`config.mk`:
```
export PLATFORM = sky130hd
export DESIGN_NAME = framebuffer_port_arbiter_flat
export DESIGN_NICKNAME = d
export VERILOG_FILES = /design/src/rtl/framebuffer_port_arbiter_if.sv /design/src/rtl/framebuffer_port_arbiter.sv /design/src/flat_wrapper.sv
export SDC_FILE = /design/constraint.sdc
export NUM_CORES = 1
export LEC_CHECK = 0
export ABC_AREA = 0
export ABC_CLOCK_PERIOD_IN_PS = 3300
export CAP_MARGIN = 15
export CORE_UTILIZATION = 44
export CTS_BUF_LIST = sky130_fd_sc_hd__clkbuf_8
export DETAILED_ROUTE_END_ITERATION = 6
export PLACE_DENSITY = 0.84
export SYNTH_ARGS = -nofsm -noshare
export SYNTH_HDL_FRONTEND = slang
export SYNTH_SLANG_ARGS = --single-unit
export TNS_END_PERCENT = 5
```
`constraint.sdc`:
```
create_clock -name clk -period 3.3 [get_ports clk]
set_clock_uncertainty 0.05 [all_clocks]
set_input_delay 0.33 -clock clk [delete_from_list [all_inputs] [get_ports clk]]
set_output_delay 0.33 -clock clk [all_outputs]
set_load 0.1 [all_outputs]
```
`src/rtl/framebuffer_port_arbiter_if.sv`:
```
// Requester, framebuffer-RAM and status signals of the framebuffer port arbiter.
// slave = arbiter side, master = requesters plus RAM (the environment).
interface framebuffer_port_arbiter_if;
  logic        req0, req1;
  logic        we0, we1;
  logic [9:0]  x0, x1;
  logic [9:0]  y0, y1;
  logic [31:0] wdata0, wdata1;
  logic        ack0, ack1;
  logic        err0, err1;
  logic [31:0] rdata;
  logic [15:0] mem_addr;
  logic [31:0] mem_wdata;
  logic        mem_we, mem_re;
  logic [31:0] mem_rdata;
  logic        busy;

  modport slave (
    input  req0, req1, we0, we1, x0, x1, y0, y1, wdata0, wdata1, mem_rdata,
    output ack0, ack1, err0, err1, rdata, mem_addr, mem_wdata, mem_we, mem_re, busy
  );

  modport master (
    output req0, req1, we0, we1, x0, x1, y0, y1, wdata0, wdata1, mem_rdata,
    input  ack0, ack1, err0, err1, rdata, mem_addr, mem_wdata, mem_we, mem_re, busy
  );
endinterface

```
`src/rtl/framebuffer_port_arbiter.sv`:
```
// Two-port arbiter sequencing pixel-addressed accesses onto the single framebuffer RAM port.
// Define FB_ARB_DISPLAY_PRIORITY_EN to give port 0 strict priority on simultaneous requests.

module fbpa_coord_decode #(
  parameter int WIDTH        = 640,
  parameter int HEIGHT       = 480,
  parameter int PIX_PER_WORD = 8
) (
  input  logic [9:0]  x_i,
  input  logic [9:0]  y_i,
  output logic [15:0] addr_o,
  output logic        oor_o
);
  localparam int SHIFT = $clog2(PIX_PER_WORD);

  logic [18:0] lin;

  // Word holding the pixel; unaligned x simply drops the in-word pixel index.
  assign lin    = 19'(y_i) * 19'(WIDTH) + 19'(x_i);
  assign addr_o = 16'(lin >> SHIFT);
  assign oor_o  = (int'(x_i) >= WIDTH) || (int'(y_i) >= HEIGHT);
endmodule

module framebuffer_port_arbiter #(
  parameter int WIDTH        = 640,
  parameter int HEIGHT       = 480,
  parameter int PIX_PER_WORD = 8,
  parameter int WRITE_HOLD   = 3,
  parameter int READ_LATENCY = 2
) (
  input logic                         clk,
  input logic                         reset,
  framebuffer_port_arbiter_if.slave   bus
);
  localparam int NUM_PORTS = 2;
  localparam int CNT_MAX   = (WRITE_HOLD > READ_LATENCY) ? WRITE_HOLD : READ_LATENCY;
  localparam int CNT_W     = $clog2(CNT_MAX + 1);

  typedef enum logic [2:0] {S_IDLE, S_WRITE, S_READ, S_RWAIT, S_ACK} state_t;

  logic [NUM_PORTS-1:0]        req_v, we_v, oor_v;
  logic [NUM_PORTS-1:0][9:0]   x_v, y_v;
  logic [NUM_PORTS-1:0][31:0]  wdata_v;
  logic [NUM_PORTS-1:0][15:0]  addr_v;

  state_t            state_q, state_d;
  logic              last_q, last_d;
  logic              port_q, port_d;
  logic              err_q, err_d;
  logic              skip_q, skip_d;
  logic [15:0]       addr_q, addr_d;
  logic [31:0]       wdata_q, wdata_d;
  logic [31:0]       rdata_q, rdata_d;
  logic [CNT_W-1:0]  cnt_q, cnt_d;
  logic              pick;
  logic              in_ack;

  assign req_v   = {bus.req1, bus.req0};
  assign we_v    = {bus.we1, bus.we0};
  assign x_v     = {bus.x1, bus.x0};
  assign y_v     = {bus.y1, bus.y0};
  assign wdata_v = {bus.wdata1, bus.wdata0};

  for (genvar p = 0; p < NUM_PORTS; p++) begin : g_dec
    fbpa_coord_decode #(
      .WIDTH        (WIDTH),
      .HEIGHT       (HEIGHT),
      .PIX_PER_WORD (PIX_PER_WORD)
    ) u_dec (
      .x_i    (x_v[p]),
      .y_i    (y_v[p]),
      .addr_o (addr_v[p]),
      .oor_o  (oor_v[p])
    );
  end

  always_comb begin
    pick = req_v[1] & ~req_v[0];
    if (req_v[0] && req_v[1]) begin
`ifdef FB_ARB_DISPLAY_PRIORITY_EN
      pick = 1'b0;
`else
      pick = ~last_q;
`endif
    end
  end

  always_comb begin
    state_d = state_q;
    last_d  = last_q;
    port_d  = port_q;
    err_d   = err_q;
    addr_d  = addr_q;
    wdata_d = wdata_q;
    rdata_d = rdata_q;
    cnt_d   = cnt_q;
    skip_d  = 1'b0;
    case (state_q)
      S_IDLE: begin
        // The cycle right after ACK is ignored so a requester has time to drop req.
        if (!skip_q && (req_v != '0)) begin
          port_d  = pick;
          last_d  = pick;
          err_d   = oor_v[pick];
          addr_d  = addr_v[pick];
          wdata_d = wdata_v[pick];
          rdata_d = '0;
          cnt_d   = '0;
          if (oor_v[pick])     state_d = S_ACK;
          else if (we_v[pick]) state_d = S_WRITE;
          else                 state_d = S_READ;
        end
      end
      S_WRITE: begin
        if (cnt_q == CNT_W'(WRITE_HOLD - 1)) state_d = S_ACK;
        else                                 cnt_d   = cnt_q + 1'b1;
      end
      S_READ: begin
        cnt_d = '0;
        if (READ_LATENCY == 1) begin
          rdata_d = bus.mem_rdata;
          state_d = S_ACK;
        end else begin
          state_d = S_RWAIT;
        end
      end
      S_RWAIT: begin
        if (cnt_q == CNT_W'(READ_LATENCY - 2)) begin
          rdata_d = bus.mem_rdata;
          state_d = S_ACK;
        end else begin
          cnt_d = cnt_q + 1'b1;
        end
      end
      S_ACK: begin
        skip_d  = 1'b1;
        state_d = S_IDLE;
      end
      default: state_d = S_IDLE;
    endcase
  end

  always_ff @(posedge clk) begin
    if (reset) begin
      state_q <= S_IDLE;
      last_q  <= 1'b1;
      port_q  <= 1'b0;
      err_q   <= 1'b0;
      skip_q  <= 1'b0;
      addr_q  <= '0;
      wdata_q <= '0;
      rdata_q <= '0;
      cnt_q   <= '0;
    end else begin
      state_q <= state_d;
      last_q  <= last_d;
      port_q  <= port_d;
      err_q   <= err_d;
      skip_q  <= skip_d;
      addr_q  <= addr_d;
      wdata_q <= wdata_d;
      rdata_q <= rdata_d;
      cnt_q   <= cnt_d;
    end
  end

  assign in_ack        = (state_q == S_ACK);
  assign bus.ack0      = in_ack & ~port_q;
  assign bus.ack1      = in_ack &  port_q;
  assign bus.err0      = in_ack & ~port_q & err_q;
  assign bus.err1      = in_ack &  port_q & err_q;
  assign bus.rdata     = rdata_q;
  assign bus.mem_addr  = addr_q;
  assign bus.mem_wdata = wdata_q;
  assign bus.mem_we    = (state_q == S_WRITE);
  assign bus.mem_re    = (state_q == S_READ);
  assign bus.busy      = (state_q != S_IDLE);
endmodule

```
`src/flat_wrapper.sv`:
```
// flat-port wrapper written by rule: the top's interface ports become plain ports
module framebuffer_port_arbiter_flat 
#(
  parameter int WIDTH        = 640,
  parameter int HEIGHT       = 480,
  parameter int PIX_PER_WORD = 8,
  parameter int WRITE_HOLD   = 3,
  parameter int READ_LATENCY = 2
)
  (clk, reset, bus_req0, bus_req1, bus_we0, bus_we1, bus_x0, bus_x1, bus_y0, bus_y1, bus_wdata0, bus_wdata1, bus_mem_rdata, bus_ack0, bus_ack1, bus_err0, bus_err1, bus_rdata, bus_mem_addr, bus_mem_wdata, bus_mem_we, bus_mem_re, bus_busy);
  framebuffer_port_arbiter_if bus_i ();
  input logic clk;
  input logic reset;
  input wire logic [$bits(bus_i.req0)-1:0] bus_req0;
  input wire logic [$bits(bus_i.req1)-1:0] bus_req1;
  input wire logic [$bits(bus_i.we0)-1:0] bus_we0;
  input wire logic [$bits(bus_i.we1)-1:0] bus_we1;
  input wire logic [$bits(bus_i.x0)-1:0] bus_x0;
  input wire logic [$bits(bus_i.x1)-1:0] bus_x1;
  input wire logic [$bits(bus_i.y0)-1:0] bus_y0;
  input wire logic [$bits(bus_i.y1)-1:0] bus_y1;
  input wire logic [$bits(bus_i.wdata0)-1:0] bus_wdata0;
  input wire logic [$bits(bus_i.wdata1)-1:0] bus_wdata1;
  input wire logic [$bits(bus_i.mem_rdata)-1:0] bus_mem_rdata;
  output wire logic [$bits(bus_i.ack0)-1:0] bus_ack0;
  output wire logic [$bits(bus_i.ack1)-1:0] bus_ack1;
  output wire logic [$bits(bus_i.err0)-1:0] bus_err0;
  output wire logic [$bits(bus_i.err1)-1:0] bus_err1;
  output wire logic [$bits(bus_i.rdata)-1:0] bus_rdata;
  output wire logic [$bits(bus_i.mem_addr)-1:0] bus_mem_addr;
  output wire logic [$bits(bus_i.mem_wdata)-1:0] bus_mem_wdata;
  output wire logic [$bits(bus_i.mem_we)-1:0] bus_mem_we;
  output wire logic [$bits(bus_i.mem_re)-1:0] bus_mem_re;
  output wire logic [$bits(bus_i.busy)-1:0] bus_busy;
  assign bus_i.req0 = bus_req0;
  assign bus_i.req1 = bus_req1;
  assign bus_i.we0 = bus_we0;
  assign bus_i.we1 = bus_we1;
  assign bus_i.x0 = bus_x0;
  assign bus_i.x1 = bus_x1;
  assign bus_i.y0 = bus_y0;
  assign bus_i.y1 = bus_y1;
  assign bus_i.wdata0 = bus_wdata0;
  assign bus_i.wdata1 = bus_wdata1;
  assign bus_i.mem_rdata = bus_mem_rdata;
  assign bus_ack0 = bus_i.ack0;
  assign bus_ack1 = bus_i.ack1;
  assign bus_err0 = bus_i.err0;
  assign bus_err1 = bus_i.err1;
  assign bus_rdata = bus_i.rdata;
  assign bus_mem_addr = bus_i.mem_addr;
  assign bus_mem_wdata = bus_i.mem_wdata;
  assign bus_mem_we = bus_i.mem_we;
  assign bus_mem_re = bus_i.mem_re;
  assign bus_busy = bus_i.busy;
  framebuffer_port_arbiter #(.WIDTH(WIDTH), .HEIGHT(HEIGHT), .PIX_PER_WORD(PIX_PER_WORD), .WRITE_HOLD(WRITE_HOLD), .READ_LATENCY(READ_LATENCY)) u_core (.clk(clk), .reset(reset), .bus(bus_i));
endmodule
```
======== After elaboration in Yosys (flattened, before gate mapping) ========
Index checks and enable logic that the tools add are counted.
cells by class
  multipliers ............................. 2
  multiplexer cells ....................... 23
  order comparisons ....................... 5
  add/sub/neg operators ................... 3
  eq/ne operators ......................... 10
  reductions and logical operators ........ 15
  bitwise operators ....................... 8
operators with widths
  operator               number
  $mux 32                4
  $pmux 32 s2            1
  $add 19x10->19         2
  $mux 16                2
  $mul 10x3->12 const B  2
  $ge 10x10->1 const B   2
  $ge 10x9->1 const B    2
  $mux 3                 4
  $pmux 3 s4             1
  $mux 2                 4
  $pmux 2 s4             1
  $eq 3x2->1 const B     2
  $mux 1                 6
  $ne 2x1->1 const B     3
  $reduce_and 3->1       2
  $and 1x1->1            5
  $ne 2x2->1 const B     2
  $reduce_and 4->1       1
  $reduce_bool 2->1      2
  $reduce_bool 4->1      1
  $eq 3x1->1 const B     1
  $eq 3x3->1 const B     1
  $logic_not 3->1        1
  $not 1->1              3
  9 further kinds        11
word-level totals
  bits in registers ....................... 89
  output and inout bits ................... 87
  input bits .............................. 142
  word-level logic and storage cells ...... 75

======== Logic depth before layout (Yosys ltp) ========
Gate-level depths: netlist (run 1).
  word-level depth ........................ 9
  depth in mapped cells ................... 11
  mapped depth without buffers ............ 11

======== Cells and area by module ========
Synthesis (run 1) repeated with hierarchy kept, for this count alone.
unflattened totals
  cells, all modules ...................... 593
  area total of the unflattened synthesis .. 5914.4 µm²
by module, submodules not included
  module                    cells each  instances  area each (µm²)  sequential area each (µm²)
  framebuffer_port_arbiter  423         1          4528.1           1781.7
  fbpa_coord_decode         85          2          693.2            0.0

======== Worst setup path before layout (run 1) ========
OpenSTA, ideal clock, no wires.
  path kind ............................... reg-to-output
  start point ............................. reg u_core.state_q[2]
  end point ............................... out bus_err0
  cell stages (with the launch flop) ...... 5
  slack ................................... 106 ps
  path buffers ............................ 1
  required time ........................... 2920 ps
  arrival time ............................ 2814 ps
  cells stage by stage .................... dfxtp_1 > clkbuf_1 > nand2_1 > nor2_1 > and2_1
on the way
  cells in the longest elaborated chain, start to end .. 3
RTL lines
  element                   RTL line                         text
  start: declaration        framebuffer_port_arbiter.sv:46   state_t state_q, state_d;
  start signal: assignment  framebuffer_port_arbiter.sv:155  state_q <= state_d;
  $eq 3x3->1                framebuffer_port_arbiter.sv:167  assign in_ack = (state_q == S_ACK);
  $and 1x1->1               n/a
  named net bus_ack0        flat_wrapper.sv:25               output wire logic [$bits(bus_i.ack0)-1:0] bus_ack0;
  $and 1x1->1               framebuffer_port_arbiter.sv:170  assign bus.err0 = in_ack & ~port_q & err_q;
  end: declaration          flat_wrapper.sv:27               output wire logic [$bits(bus_i.err0)-1:0] bus_err0;
The timed path passes the listed nets, and every way through them passes these cells.

======== Final worst setup path (run 1) ========
  start point ............................. in bus_y0[1]
  end point ............................... reg u_core.addr_q[14], in the netlist u_core.bus.mem_addr[14]
on the way
  cells in the longest elaborated chain, start to end .. 4
RTL lines
  element                                     RTL line                         text
  start: declaration                          flat_wrapper.sv:20               input wire logic [$bits(bus_i.y0)-1:0] bus_y0;
  $mul 10x3->12                               framebuffer_port_arbiter.sv:19   assign lin = 19'(y_i) * 19'(WIDTH) + 19'(x_i);
  $add 19x10->19                              framebuffer_port_arbiter.sv:19
  $mux 16 (implied by the code) (2 in a row)  framebuffer_port_arbiter.sv:105  addr_d = addr_v[pick];
  end signal: assignment                      framebuffer_port_arbiter.sv:160  addr_q <= addr_d;
  end: declaration                            framebuffer_port_arbiter.sv:51   logic [15:0] addr_q, addr_d;
No other way between the ends. The select of a mux whose other input is x is not followed.
A chain may end at the register's enable or synchronous reset.

==> qor.yml, run 1 <==
synth.yosys.seq_area_share_pct: 34.7
crit_path_max_fanout: 3
avgViaCountPerCell: 5.44
syn_inst: 647
relSlewSlack_pct: 29.5
reg2reg_depth: 5
placementRows: 39
crit_family: "adder cells"
power.leakage_nw: 2.95
critical_path.cell_chain: "clkdlybuf4s50_1 -> ha_1 -> ha_1 -> fa_1 -> a21oi_1 -> o21bai_1 -> xor2_1 -> and3_1 -> nand3_1 -> xor2_1 -> nor3_1 -> a2111oi_2"
drt-total-wl_um: 15100
tns_ns: 0
antenna_found_initial: 0
r2r_slack_ns: 0.88
synth_most_common_cell: "nand2_1"
drv_cap: 0
n_antenna_cell: 0
yosys-top-cells-area: "dfxtp_1, ha_1, nand2_1, a311oi_1, a21oi_1"
syn_to_final_growth_pct: 48.3
p_seq_share_pct: 26.2
final_nets: 1036
r2r_start: "u_core.state_q[1]"
post_cts_resized: 0
placedCellCount: 981
ys_ff_latch: 89
clk_path_buf_depth: 2
post_cts_buffers: 0
yosys_warnings: 0
endpoint_kind: "register"
cp_slowest_cell: "fa_1"
clock-sinks: 89
yosys.area.top_type: "dfxtp_1"
clock_latency_ns: 0.35
min_path_type: "reg -> reg"
die_h_um: 110
grt_pass1_wl_um: 22300
yosysUniqueCellTypes: 55
crit_arrival_ns: 3.28
cts_hold_buf: 0
synth.cells.most_frequent: "nand2_1, dfxtp_1, nor2_1, a21oi_1, nand3_1"
finalWorstSetupSlack_ns: 0.215
path_depth: 12
critPathCapture: "u_core.bus.mem_addr[14]"
rsz0062_at_grt: "no"
grt_pass1_vias: 4850
critical_path_required_ns: 3.49
power.density_mw_per_mm2: 727
tightest_slew_ns: 1.06
stdcell_count: 997
netlist_area_mm2: 0.00514
path_buf_inv: 1
switching_share_pct: 54.2
finish.utilization_pct: 66.8
p_total_mw: 5.54
p_clk_share_pct: 11.6
dp_slack_ns: -0.178
crit_type: "in -> reg"
coreArea_mm2: 0.0114
cts_tree: "done"
irDropWorstVdd_mv: 0.725
drt_iter0_markers: 344
reg2reg_to: "u_core.bus.mem_addr[3]"
die_x_um: 110
drive_above_1_share_pct: 5.74
max_stage_delay_ns: 0.44
async_flop_share_pct: 0
grt_max_degree: 73
switchingPower_mw: 3.00
h-tree-depth: 3
status: "complete, no violations"
slew_viol_final: 0
hpwlAfterDp_um: 11700
firstDrtPassIters: 5
finalSetupViolCount: 0
num-fill-cells: 944
vias: 5427
crit_start: "bus_y0[1]"
seqCellArea_mm2: 0.00178
startpoint_type: "input port"
gp_congestion: 0.867
postRouteAntennaNets: 0
synth_top_area_share_pct: 34.7
start_util_pct: 45.0
multi_input_area_mm2: 0.00312
die_area_mm2: 0.0121
drc: 0
synth_nets: 833
final.period_utilization_pct: 93.5
port_buffers: 222
wl_per_cell_um: 15.1
root_buffer: "clkbuf_8"
numCtsBuffers: 9
period_needed_ns: 3.09
clk_pin_slew_worst_paths_ns: 0.08
fmax_mhz: 324
grt_overflow: 0
finalHoldViolCount: 0
avgSynthCellArea_um2: 7.94
p_int_mw: 2.54
synth_edf_count: 0
ys.flop_type: "dfxtp_1"
track_usage_pct: 23.7
io_pins: 229
combPwrFrac_pct: 62.2
## metrics by stage
| stage | hold WS [ns] | cell area (um2) |
|---|---|---|
| 2_1_floorplan | 0.385 | 5140 |
| 3_3_place_gp | 0.396 | 7450 |
| 3_5_place_dp | 0.400 | 7450 |
| 4_1_cts | 0.420 | 7610 |
| 5_1_grt | 0.440 | 7620 |
| 6_report | 0.417 | 7620 |
## state kept, by name, summed over array words and instances (netlist names)
signal and flops:
u_core.bus.rdata 32, u_core.cnt_q 2, u_core.skip_q 1, u_core.bus.mem_wdata 32, u_core.port_q 1, u_core.state_q 3, u_core.bus.mem_addr 16, u_core.err_q 1
u_core.last_q 1
## how the worst min path moves through the flow
stage | cells past startpoint | start | end
after global placement | 1 | u_core.last_q | u_core.last_q
after detailed placement | 1 | u_core.last_q | u_core.last_q
after floorplan | 1 | u_core.last_q | u_core.last_q
after global routing | 1 | u_core.last_q | u_core.last_q
after CTS | 1 | u_core.last_q | u_core.last_q
final | 2 | u_core.bus.rdata[23] | u_core.bus.rdata[23]
## per-layer routing
metal / track usage [%] / share of wire [%]
met3: 5.82 / 7.6
met4: 11.3 / 2.8
met5: 0 / 0
met1: 26.7 / 41
met2: 41.8 / 49
## logic make-up (layout without fill, tap and decap cells)
logic type / count (synthesis) / in the layout / synth area share (%)
adders and majority gates: 44 / 44 / 11.3
xor gates and xnor gates: 28 / 28 / 5.04
buffers and inverters: 56 / 263 / 4.80
AOI/OAI and AO/OA: 131 / 131 / 17.4
and+or+nand+nor: 296 / 296 / 26.2
DFF: 89 / 89 / 34.7
muxes: 3 / 3 / 0.584
## worst register-to-register path, delay by kind of cell (launching register included)
| kind | cells | cell delay [ns] |
|---|---|---|
| AOI/OAI and AO/OA | 1 | 0.29 |
| buffers and inverters | 1 | 0.35 |
| and+or+nand+nor | 3 | 1.23 |
| DFF | 1 | 0.41 |
## cells in the final DEF (no fill, tap or decap), drive strengths merged, types with 2 or more instances in the layout
master         count
o21ai             14
o211ai             8
xor2              12
fa                 4
nand3             43
and2               4
a311oi            39
nor2b              6
a31oi              2
ha                40
or3                2
mux2i              3
buf               23
nand4b             2
nand2b             7
nor3b              3
o21bai             2
xnor2             15
nand2            132
clkbuf            10
clkinv             2
dfxtp             89
nor4b              3
nor3              12
a211oi             2
nand4              4
nor4               3
a21o               3
nor2              66
or3b               3
a21oi             53
and3               4
clkdlybuf4s50    214
inv               13
## power by group through the flow
stage	registers, mW	clock network (mW)	logic, mW
5_1_grt	1.48	0.710	3.63
6_report	1.45	0.641	3.45
2_1_floorplan	2.89	0	1.15
4_1_cts	1.45	0.669	3.46
3_3_place_gp	1.46	0	3.39
3_5_place_dp	1.48	0	3.45
## final cells by class
class,instances,area share [%]
multi-input cells,502,40.9
repair buffers,237,30.7
flip-flops and latches,89,23.4
well taps,143,2.35
clock buffers,10,1.81
inverters,11,0.542
clock inverters,5,0.328
No activity file was read; power rests on OpenSTA's default activity.
==> run 2, diff against run 1 <==
--- a/config.mk
+++ b/config.mk
@@ -11,6 +11,7 @@
 export CORE_UTILIZATION = 44
 export CTS_BUF_LIST = sky130_fd_sc_hd__clkbuf_8
 export DETAILED_ROUTE_END_ITERATION = 6
+export HOLD_SLACK_MARGIN = 0.1
 export PLACE_DENSITY = 0.84
 export SYNTH_ARGS = -nofsm -noshare
 export SYNTH_HDL_FRONTEND = slang
==> results of run 2 <==
Same layout as run 1: the final DEF is identical, and so are final timing and power.
==> variant, RTL diff (config.mk and constraints of run 2) <==
`PIX_PER_WORD` is set to 8 in 3 places; all go to 4.
--- a/src/rtl/framebuffer_port_arbiter.sv
+++ b/src/rtl/framebuffer_port_arbiter.sv
@@ -4,7 +4,7 @@
 module fbpa_coord_decode #(
   parameter int WIDTH        = 640,
   parameter int HEIGHT       = 480,
-  parameter int PIX_PER_WORD = 8
+  parameter int PIX_PER_WORD = 4
 ) (
   input  logic [9:0]  x_i,
   input  logic [9:0]  y_i,
@@ -24,7 +24,7 @@
 module framebuffer_port_arbiter #(
   parameter int WIDTH        = 640,
   parameter int HEIGHT       = 480,
-  parameter int PIX_PER_WORD = 8,
+  parameter int PIX_PER_WORD = 4,
   parameter int WRITE_HOLD   = 3,
   parameter int READ_LATENCY = 2
 ) (
--- a/src/flat_wrapper.sv
+++ b/src/flat_wrapper.sv
@@ -3,7 +3,7 @@
 #(
   parameter int WIDTH        = 640,
   parameter int HEIGHT       = 480,
-  parameter int PIX_PER_WORD = 8,
+  parameter int PIX_PER_WORD = 4,
   parameter int WRITE_HOLD   = 3,
   parameter int READ_LATENCY = 2
 )
Function: changed (Yosys sat finds a counterexample within 4 cycles, from zero or initial values and one cycle with reset high).
==> variant against run 2 <==
Worst setup slack got worse by 60 ps. Total power rose by 31%. Sequential cell count did not move. Clock power rose by 18%. Cell area fell by 2.6%. Cell count fell by 5.3%. First-iteration DRC count rose by 3.5%. Register-to-register slack improved by 250 ps. Area after synthesis fell by 5.8%. Critical path depth did not move. Count of clock-buffer cells in the layout fell by 1. Routed wire length fell by 0.68%. Sequential power rose by 13%.
==> variant: results (changes against run 2) <==
Timing
  – Slew HR: 0.295 (about the same)
  – Maximum clock rate: 318 MHz (was 324 MHz)

Logic synthesis
  – Area contributors post-synth: dfxtp_1, ha_1, nand2_1 (unchanged)
  – Leading post-synthesis cells by instance count: nand2_1, nor2_1, dfxtp_1, a311oi_1, ha_1 (was nand2_1, dfxtp_1, nor2_1, a21oi_1, nand3_1)
  – Post-synthesis net count: 776 (was 833)
  – Syn Area/Cell: 8.18 sq um (was 7.94 sq um)
  – Share of the yosys chip area belonging to registers: 0.368 (was 0.347)
  – Unique cell type count in the Yosys netlist: 50 (was 55)

Routing
  – Post-route met1 wirelength: 6130 um (was 6160 um)
  – Met2 wire length: 7510 um (was 7370 um)
  – Count of vias placed by the detailed router: 5141 (was 5427)
  – Met3 layer wire length in the routed design: 950 um (was 1150 um)
  – Post-DR wirelength/cell: 15.9 um (was 15.1 um)
  – Routed Wire Length: 15000 um (was 15100 um)
  – Detailed router's first-iteration violation count: 356 (was 344)

Critical path
  – Arr. time, crit path: 3370 ps (was 3280 ps)
  – Number of cells traversed by the worst register-to-register path: 6 (was 5)
  – Capturing instance or port of the critical path: u_core.bus.mem_addr[15] (was u_core.bus.mem_addr[14])
  – FF-to-FF End: u_core.bus.mem_addr[8] (was u_core.bus.mem_addr[3])
  – Worst reg2reg setup slack: 1130 ps (was 880 ps)
  – Cell with the largest stage delay on the worst path: clkdlybuf4s50_1 (was fa_1)
  – Reg-to-reg startpoint: u_core.state_q[0] (was u_core.state_q[1])

Final layout
  – Share of layout cells above drive strength 1: 0.0594 (was 0.0574)
  – Post-layout nets: 987 (was 1036)

Global routing
  – Vias in the first global route: 5026 (was 4850)
  – Wire length of the first global-routing pass: 23700 um (was 22300 um)
  – Maximum number of pins on one net before global-route repair: 78 (was 73)
  – Aggregate global-route resource usage: 0.256 (was 0.237)

Status
  – Run status: complete, no violations (unchanged)

Placement
  – Cell total after placement: 927 (was 981)
  – PortBufs: 224 (was 222)
  – Post-place instance area: 0.00721 sq mm (was 0.00745 sq mm)
  – Pre-CTS setup slack: -190 ps (was -178 ps)
  – Half-perimeter wire length after placement: 11500 um (was 11700 um)
  – Placer congestion estimate: 0.873 (was 0.867)

Pwr
  – Pint: 3020 uW (was 2540 uW)
  – Leak: 0.00292 uW (was 0.00295 uW)

Clock tree
  – Clock transition at the registers of the reported paths: 80 ps (about the same)
  – Clock latency at the later pin of the worst-skew pair: 350 ps (about the same)
  – Master cell of the clock root buffer: clkbuf_8 (unchanged)
-- variant: changes by cell type after synthesis, sizes merged, moves of 4 or more --
| cell | change |
|---|---|
| nand2 | -28 |
| buf | -5 |
| a211oi | +6 |
| nor2 | +35 |
| a31oi | +4 |
| nand3 | -37 |
| nor3 | -10 |
| a22oi | +33 |
| nand2b | -4 |
| inv | +4 |
| a21oi | -36 |
-- variant: routing by layer --
metal,up-vias,track usage
met5,-,0
met4,0,0.103
met3,28,0.0511
met2,191,0.461
met1,2400,0.296
li1,2522,-
-- variant: cell type report --
cell class                      instances  area (sq um)
Fill cell                             814          3080
Multi-Input combinational cell        451          2870
Timing Repair Buffer                  237          2350
Sequential cell                        89          1780
Tap cell                              136           170
Clock buffer                            9           124
Clock inverter                          7          78.8
Inverter                               15          56.3
-- variant: critical path: cells and delay by family --
family / cells / cell delay, ps
simple gates: 3 / 540
fa+ha+maj: 3 / 950
buf+inv: 2 / 600
compound gates: 3 / 750
xor+xnor: 1 / 190
-- variant: cell families (layout without fill, tap and decap cells) --
logic type                 count (synthesis)  count (layout)  share of synthesized area
and+or+nand+nor                          238             238                      0.203
AOI/OAI and AO/OA                        146             146                      0.224
DFF                                       89              89                      0.368
buffers and inverters                     52             268                     0.0429
adders and majority gates                 42              42                      0.115
xor gates and xnor gates                  23              23                     0.0432
muxes                                      2               2                    0.00439
-- variant: how the worst min path moves through the flow --
| stage | end | startpoint | slack [ps] | depth (start not counted) |
|---|---|---|---|---|
| floorplan | u_core.last_q | u_core.last_q | 390 | 2 |
| global placement | u_core.bus.mem_addr[6] | u_core.bus.mem_addr[6] | 390 | 2 |
| detailed placement | u_core.bus.mem_addr[6] | u_core.bus.mem_addr[6] | 400 | 2 |
| CTS | u_core.bus.mem_addr[6] | u_core.bus.mem_addr[6] | 410 | 2 |
| global route | u_core.bus.mem_addr[6] | u_core.bus.mem_addr[6] | 430 | 2 |
| finish | u_core.bus.mem_addr[6] | u_core.bus.mem_addr[6] | 400 | 2 |
-- variant: stage by stage --
stage	util	total power [uW]	hold WS, ps	TNS [ps]
after global routing	0.707	7570	433	0
after global placement	0.686	6370	390	-79.5
after CTS	0.705	7230	407	0
final	0.707	7240	402	0
after detailed placement	0.686	6470	396	-268
after floorplan	-	5290	388	0
-- variant: power groups by stage --
stage | logic [uW] | registers, uW | clock network, uW
final | 4840 | 1640 | 758
after global routing | 5070 | 1680 | 820
after CTS | 4810 | 1640 | 780
after detailed placement | 4800 | 1660 | 0
after global placement | 4720 | 1650 | 0
after floorplan | 1400 | 3890 | 0
